**src/rtl/cpu_pkg.sv**
```systemverilog
// cpu_pkg: shared branch condition codes and branch resolver state encoding.
//   COND_*      3-bit condition codes carried on br_cond
//   br_state_t  resolver FSM states BR_IDLE..BR_FLUSH
package cpu_pkg;

   localparam logic [2:0] COND_ALWAYS = 3'b000;
   localparam logic [2:0] COND_Z      = 3'b001;
   localparam logic [2:0] COND_NZ     = 3'b010;
   localparam logic [2:0] COND_C      = 3'b011;
   localparam logic [2:0] COND_NC     = 3'b100;
   localparam logic [2:0] COND_HI     = 3'b101;
   localparam logic [2:0] COND_LS     = 3'b110;
   localparam logic [2:0] COND_NEVER  = 3'b111;

   typedef enum logic [1:0] {
      BR_IDLE,
      BR_WAIT_FLAGS,
      BR_EVAL,
      BR_FLUSH
   } br_state_t;

endpackage

```
**src/rtl/branch_cond_eval.sv**
```systemverilog
// branch_cond_eval: combinational evaluation of a branch condition code against the flags.
//   cond   in  3  condition code (COND_*)
//   c      in  1  carry flag
//   z      in  1  zero flag
//   taken  out 1  1 when the condition holds
module branch_cond_eval
   import cpu_pkg::*;
(
   input  logic [2:0] cond,
   input  logic       c,
   input  logic       z,
   output logic       taken
);

   always_comb begin
      taken = 1'b0;
      case (cond)
         COND_ALWAYS: taken = 1'b1;
         COND_Z:      taken = z;
         COND_NZ:     taken = !z;
         COND_C:      taken = c;
         COND_NC:     taken = !c;
         COND_HI:     taken = !c && !z;
         COND_LS:     taken = c || z;
         COND_NEVER:  taken = 1'b0;
         default:     taken = 1'b0;
      endcase
   end

endmodule

```
**src/rtl/branch_resolver.sv**
```systemverilog
// branch_resolver: resolves conditional branches against stored flags, loads the PC and flushes.
//   clk, reset             clock, synchronous active-high reset
//   br_valid/br_ready      request handshake; accepted only in IDLE
//   br_cond, br_target     condition code and target, captured on accept
//   flag_load              flags update at the next edge; forces a one-cycle wait
//   carry_flag, zero_flag  stored flags, sampled in EVAL
//   pc_load, pc_target     one-cycle PC load pulse and captured target
//   flush                  high FLUSH_CYCLES cycles starting with pc_load
//   stall                  high whenever not IDLE
//   br_done, br_taken      one-cycle resolution pulse and outcome
//   taken_cnt, ntaken_cnt  saturating statistics
module branch_resolver
   import cpu_pkg::*;
#(
   parameter int ADDR_W       = 16,
   parameter int FLUSH_CYCLES = 2,
   parameter int CNT_W        = 16
) (
   input  logic              clk,
   input  logic              reset,
   input  logic              br_valid,
   output logic              br_ready,
   input  logic [2:0]        br_cond,
   input  logic [ADDR_W-1:0] br_target,
   input  logic              flag_load,
   input  logic              carry_flag,
   input  logic              zero_flag,
   output logic              pc_load,
   output logic [ADDR_W-1:0] pc_target,
   output logic              flush,
   output logic              stall,
   output logic              br_done,
   output logic              br_taken,
   output logic [CNT_W-1:0]  taken_cnt,
   output logic [CNT_W-1:0]  ntaken_cnt
);

   // The first FLUSH cycle is counted at load time, so the counter starts one short.
   localparam logic [3:0] FLUSH_LOAD = 4'(FLUSH_CYCLES - 1);

   br_state_t  state, state_nxt;
   logic [2:0] cond;
   logic [3:0] flush_cnt;
   logic       cond_true;
   logic       accept;
   logic       resolve;

   branch_cond_eval u_eval (
      .cond  (cond),
      .c     (carry_flag),
      .z     (zero_flag),
      .taken (cond_true)
   );

   always_comb begin
      state_nxt = state;
      accept    = 1'b0;
      resolve   = 1'b0;
      case (state)
         BR_IDLE: begin
            accept    = br_valid;
            state_nxt = !br_valid ? BR_IDLE : flag_load ? BR_WAIT_FLAGS : BR_EVAL;
         end
         BR_WAIT_FLAGS: state_nxt = BR_EVAL;
         BR_EVAL: begin
            resolve   = 1'b1;
            state_nxt = cond_true ? BR_FLUSH : BR_IDLE;
         end
         BR_FLUSH: state_nxt = (flush_cnt == 4'd0) ? BR_IDLE : BR_FLUSH;
         default:  state_nxt = BR_IDLE;
      endcase
   end

   always_ff @(posedge clk) begin
      if (reset) begin
         state <= BR_IDLE;
      end else begin
         state <= state_nxt;
      end
   end

   always_ff @(posedge clk) begin
      if (reset) begin
         cond       <= COND_ALWAYS;
         pc_target  <= '0;
         flush_cnt  <= 4'd0;
         pc_load    <= 1'b0;
         br_done    <= 1'b0;
         br_taken   <= 1'b0;
         taken_cnt  <= '0;
         ntaken_cnt <= '0;
      end else begin
         if (accept) begin
            cond      <= br_cond;
            pc_target <= br_target;
         end
         flush_cnt <= (resolve && cond_true) ? FLUSH_LOAD :
                      (state == BR_FLUSH && flush_cnt != 4'd0) ? flush_cnt - 4'd1 : flush_cnt;
         pc_load  <= resolve && cond_true;
         br_done  <= resolve;
         br_taken <= resolve && cond_true;
         if (resolve && cond_true && taken_cnt != '1)
            taken_cnt <= taken_cnt + 1'b1;
         if (resolve && !cond_true && ntaken_cnt != '1)
            ntaken_cnt <= ntaken_cnt + 1'b1;
      end
   end

   assign flush    = (state == BR_FLUSH);
   assign stall    = (state != BR_IDLE);
   assign br_ready = (state == BR_IDLE);

endmodule

```
**config.mk**
```make
export PLATFORM = sky130hd
export DESIGN_NAME = branch_resolver
export DESIGN_NICKNAME = d
export VERILOG_FILES = /design/src/rtl/cpu_pkg.sv /design/src/rtl/branch_cond_eval.sv /design/src/rtl/branch_resolver.sv
export SDC_FILE = /design/constraint.sdc
export NUM_CORES = 1
export LEC_CHECK = 0
export ABC_CLOCK_PERIOD_IN_PS = 4500
export CELL_PAD_IN_SITES_DETAIL_PLACEMENT = 2
export CELL_PAD_IN_SITES_GLOBAL_PLACEMENT = 2
export CORE_ASPECT_RATIO = 0.9
export CORE_UTILIZATION = 29
export CTS_CLUSTER_DIAMETER = 60
export DETAILED_ROUTE_END_ITERATION = 10
export PLACE_DENSITY_LB_ADDON = 0.12
export SETUP_SLACK_MARGIN = 0.05
export SLEW_MARGIN = 40
export SYNTH_ARGS = -nofsm -noshare
export SYNTH_HDL_FRONTEND = slang
export SYNTH_HIERARCHICAL = 1
export SYNTH_SLANG_ARGS = --single-unit
```
**constraint.sdc**
```tcl
create_clock -name clk -period 4.5 [get_ports clk]
set_clock_uncertainty 0.1 [all_clocks]
set_input_delay 0.9 -clock clk [delete_from_list [all_inputs] [get_ports clk]]
set_output_delay 0.9 -clock clk [all_outputs]
set_load 0.005 [all_outputs]
```
After elaboration in Yosys (flattened, before gate mapping). Index checks and enable logic that the tools add are counted.

Flip-flop bits (word level): 59. Bits of input ports: 25. Output and inout port bits: 54. Word-level logic and storage cells: 51.

Add/sub/neg operators: 3. Equality and inequality tests: 12. Multiplexer cells: 10. Reduce and logical (&&, ||, !) cells: 17.

Operators by type and width (number): $add 16x1->16 const B (2); $ne 16x16->1 const B (2); $eq 3x3->1 const B (4); $mux 2 (4); $pmux 1 s8 (1); $pmux 2 s4 (1); $eq 3x2->1 const B (2); $logic_and 1x1->1 (6); $eq 2x2->1 const B (2); $logic_not 4->1 (1); $mux 1 (4); $reduce_bool 2->1 (2); $reduce_bool 4->1 (1); $sub 4x1->4 const B (1); $eq 3x1->1 const B (1); $logic_not 1->1 (3); $logic_not 3->1 (1); $eq 2x1->1 const B (1); $logic_not 2->1 (1); $reduce_or 2->1 (1); $logic_or 1x1->1 (1).

Depth between registers and ports, before layout.
Depth in word-level cells: 6. Mapped depth: 8. Gate-level depth less buffers: 7.

By module. Netlist, hierarchy kept.

Modules (own cells, without submodules): branch_resolver (instances 1, cells an instance 323, area each 2702.6 um^2, sequential area each 1181.1 um^2); branch_cond_eval (instances 1, cells an instance 10, area each 68.8 um^2, sequential area each 0.0 um^2).

Worst setup path before layout. No wires, ideal clock.

Path type: input -> register. Start: in zero_flag. End: reg ntaken_cnt[8]. Arrival: 2.845 ns. Required time: 4.329 ns. Path slack: 1.485 ns. Stages on the path: 8. Buffers on the path: 1. Cells stage by stage: or3b_1 a21oi_2 a211oi_2 or3b_1 or2_0 clkbuf_2 or4_1 a21oi_1.

Cells in the longest elaborated chain, start to end: 6.

RTL lines: start, declared (RTL line branch_resolver.sv:27) `input logic zero_flag,`; $logic_not 1->1 (RTL line branch_cond_eval.sv:20, branch_cond_eval.sv:23); $logic_and 1x1->1 (RTL line branch_cond_eval.sv:23) `COND_HI: taken = !c && !z;`; $pmux 1 s8 (*) (RTL line branch_cond_eval.sv:17) `case (cond)`; net cond_true (RTL line branch_resolver.sv:44) `logic cond_true;`; $logic_not 1->1 (*) (RTL line branch_resolver.sv:104) `if (resolve && !cond_true && ntaken_cnt != '1)`; $logic_and 1x1->1 (*) (2 in a row) (RTL line branch_resolver.sv:104); end signal, assigned (RTL line branch_resolver.sv:105) `ntaken_cnt <= ntaken_cnt + 1'b1;`; end, declared (RTL line branch_resolver.sv:35) `output logic [CNT_W-1:0] ntaken_cnt`.

The timed path passes the listed nets; every way through them passes the cells marked *. A chain may end at the register's enable or synchronous reset.

Worst setup path in the final report.
Start: in zero_flag. End: reg taken_cnt[15].

Cells in the longest elaborated chain, start to end: 5.

RTL lines: $logic_not 1->1 (RTL line branch_cond_eval.sv:20, branch_cond_eval.sv:23); $logic_and 1x1->1 (RTL line branch_cond_eval.sv:23); $pmux 1 s8 (*) (RTL line branch_cond_eval.sv:17); net cond_true (RTL line branch_resolver.sv:44); $logic_and 1x1->1 (*) (2 in a row) (RTL line branch_resolver.sv:102) `if (resolve && cond_true && taken_cnt != '1)`; end signal, assigned (RTL line branch_resolver.sv:103) `taken_cnt <= taken_cnt + 1'b1;`; end, declared (RTL line branch_resolver.sv:34) `output logic [CNT_W-1:0] taken_cnt,`.

Marks and branches as above.

==> results.json <==
{
  "status": "completed",
  "crit_path_max_fanout": 9,
  "fillerInstances": 1049,
  "slew_headroom": 0.514,
  "ys_async_sr_fraction": 0,
  "synth_area_um2": 2770,
  "die_w_um": 105,
  "layout-drive-gt1-share": 0.0797,
  "cts_buffer_depth": 2,
  "period_needed_ns": 3.58,
  "fmax_ghz": 0.279,
  "clock_sinks": 59,
  "critical-path-max-stage-delay_ns": 0.53,
  "hold_viol": 0,
  "crit_arrival_ns": 3.72,
  "synth_top_flop_cell": "dfxtp_1",
  "area_growth_pct": 39.1,
  "cts_tree": "yes",
  "drtPass1Iterations": 4,
  "layout.nets": 437,
  "clk_latency_ns": 0.35,
  "gp_congestion": 0.787,
  "final_cell_mix": "77 x clkdlybuf4s50_1, 59 x dfxtp_1, 52 x nand2_1, 40 x a21oi_1, 24 x nor2_1",
  "cp_num_buf_inv": 1,
  "vias_per_cell": 5.27,
  "p_leak_nw": 1.26,
  "synth_edf_count": 0,
  "drcViolationCount": 0,
  "total_power_mw": 1.22,
  "end_kind": "flop",
  "setup-violations-final": 0,
  "clock-root-buffer": "clkbuf_8",
  "ys_types": 54,
  "cts_hold_buf": 0,
  "period_share": 0.796,
  "worstHoldStart": "pc_target[14]$_SDFFE_PP0P_",
  "final_common_cell": "clkdlybuf4s50_1",
  "cp_top_family": "simple AND/OR/NAND/NOR gates",
  "vias": 2823,
  "cap_viol_max_count": 0,
  "start_util": 0.301,
  "drv_slew": 0,
  "wirelength_um": 8800,
  "dieHeight_um": 94.7,
  "crit_type": "input port to flop",
  "rsz0062_at_grt": "false",
  "cts.htree.levels": 3,
  "synth_cells": 333,
  "p_per_area_nw_per_um2": 316,
  "antenna_cells": 0,
  "ys_seq_elements": 59,
  "track_usage": 0.184,
  "antenna_found_initial": 0,
  "detail-route-antenna-nets": 0,
  "setup_tns_ns": 0,
  "grt_overflow_total": 0,
  "num_io_pins": 79,
  "tightest_slew_ns": 0.729,
  "grt_pass1_wl_um": 14400,
  "core_um2": 9210,
  "synth_warnings": 6,
  "postSynthAreaPerCell_um2": 8.32,
  "cts_buffers": 9,
  "regArea_um2": 1180,
  "port_buffers": 78,
  "ys_seq_area_frac": 0.426,
  "grt_pass1_vias": 2891,
  "startpoint_type": "input port",
  "worstPathRequired_ns": 4.64,
  "die-area_um2": 9950,
  "path_cells": "clkdlybuf4s50_1 -> nor2_1 -> a22o_1 -> a211oi_2 -> and3b_1 -> nand4_1 -> nor4bb_1 -> mux2_2",
  "grt_max_degree": 48,
  "wire_per_inst_um": 16.4,
  "row_count": 33,
  "synth.net_count": 361,
  "clkTransAtPathRegs_ns": 0.07,
  "multi_input_area_um2": 1500,
  "dpl.hpwl_um": 6220,
  "cp_slowest_cell": "clkdlybuf4s50_1",
  "crit_start": "zero_flag",
  "reg2reg_from": "cond[2]$_SDFFE_PP0P_",
  "worstHoldPathType": "flop to flop",
  "cts_resized": 0,
  "dr.first_iter.drc_count": 44,
  "ir_drop_v": 0.000162,
  "cts_setup_buffers": 0
}
-- layer usage --
metal | global-route usage | share of wire | vias up
met5 | 0 | 0 | -
met4 | 0.0493 | 0.0097 | 0
met3 | 0.0435 | 0.031 | 7
met2 | 0.306 | 0.48 | 56
met1 | 0.240 | 0.48 | 1398
li1 | - | - | 1362
-- cell type report --
class,instances,share of cell area
flip-flops and latches,59,0.306
clock buffers,9,0.0321
inverters,9,0.00876
clock inverters,7,0.0198
multi-input cells,250,0.388
well taps,122,0.0396
repair buffers,80,0.206
-- worst paths after layout --
kind                            depth (start not counted)                    endpoint  slack [ns]
worst max register to register                          7  taken_cnt[15]$_SDFFE_PP0P_        1.59
worst min register to register                          2  pc_target[14]$_SDFFE_PP0P_        0.36
worst min-delay path                                    2  pc_target[14]$_SDFFE_PP0P_        0.36
worst max-delay path                                    8  taken_cnt[15]$_SDFFE_PP0P_        0.92
-- sequential cells by signal (all words and copies together), names as in the netlist --
| signal | count |
|---|---|
| br_done | 1 |
| br_taken | 1 |
| state | 2 |
| cond | 3 |
| ntaken_cnt | 16 |
| pc_target | 16 |
| taken_cnt | 16 |
| flush_cnt | 4 |
-- power by group --
group,internal [mW],switching (mW)
Clock,0.259,0.240
Sequential,0.544,0.0216
Combinational,0.0810,0.0746
Total,0.884,0.336
-- stage by stage --
stage                     hold WS (ns)  worst slack [ns]  std cells  utilization  instance area, um^2
final                            0.358             0.918        536        0.419                 3860
after global routing             0.376             0.738        536        0.419                 3860
after CTS                        0.362             0.909        536        0.417                 3840
after detailed placement         0.351             0.528        520        0.396                 3640
after global placement           0.342             0.652        520        0.395                 3640
after floorplan                  0.353              1.48        333            -                 2770
-- synth_stat cells, drive strengths merged (2+ instances only) --
library cell	number	area share
or4	8	0.022
and4	3	0.0095
dfxtp	59	0.43
xnor2	2	0.0063
buf	5	0.013
nor3b	2	0.0072
mux2i	4	0.014
nor4b	3	0.0095
o21ai	2	0.0036
nor2	24	0.033
nand2	52	0.070
clkbuf	10	0.014
mux2	7	0.028
nand4	7	0.016
or3	3	0.0068
nand2b	6	0.014
ha	3	0.014
nor3	13	0.023
nor2b	8	0.018
nand3	11	0.020
and2	3	0.0068
or2	2	0.0045
a31oi	3	0.0068
and3	3	0.0068
or3b	2	0.0063
a21oi	41	0.075
inv	9	0.012
a211oi	5	0.015
nor4bb	2	0.0072
nor4	6	0.016
a41oi	2	0.0063
o31ai	10	0.027
-- logic make-up after synthesis --
logic type / count (synthesis) / share of synthesized area
xor+xnor: 3 / 0.00948
simple gates: 162 / 0.308
mux: 11 / 0.0429
fa+ha+maj: 3 / 0.0135
flops: 59 / 0.426
buf+inv: 24 / 0.0388
compound gates: 71 / 0.161
-- tightest hold or removal path: stages (launching register included) --
cell and delay, ns:
dfxtp_1 0.31, nand2_1 0.05, a21oi_1 0.05
(Power assumes the default switching activity.)
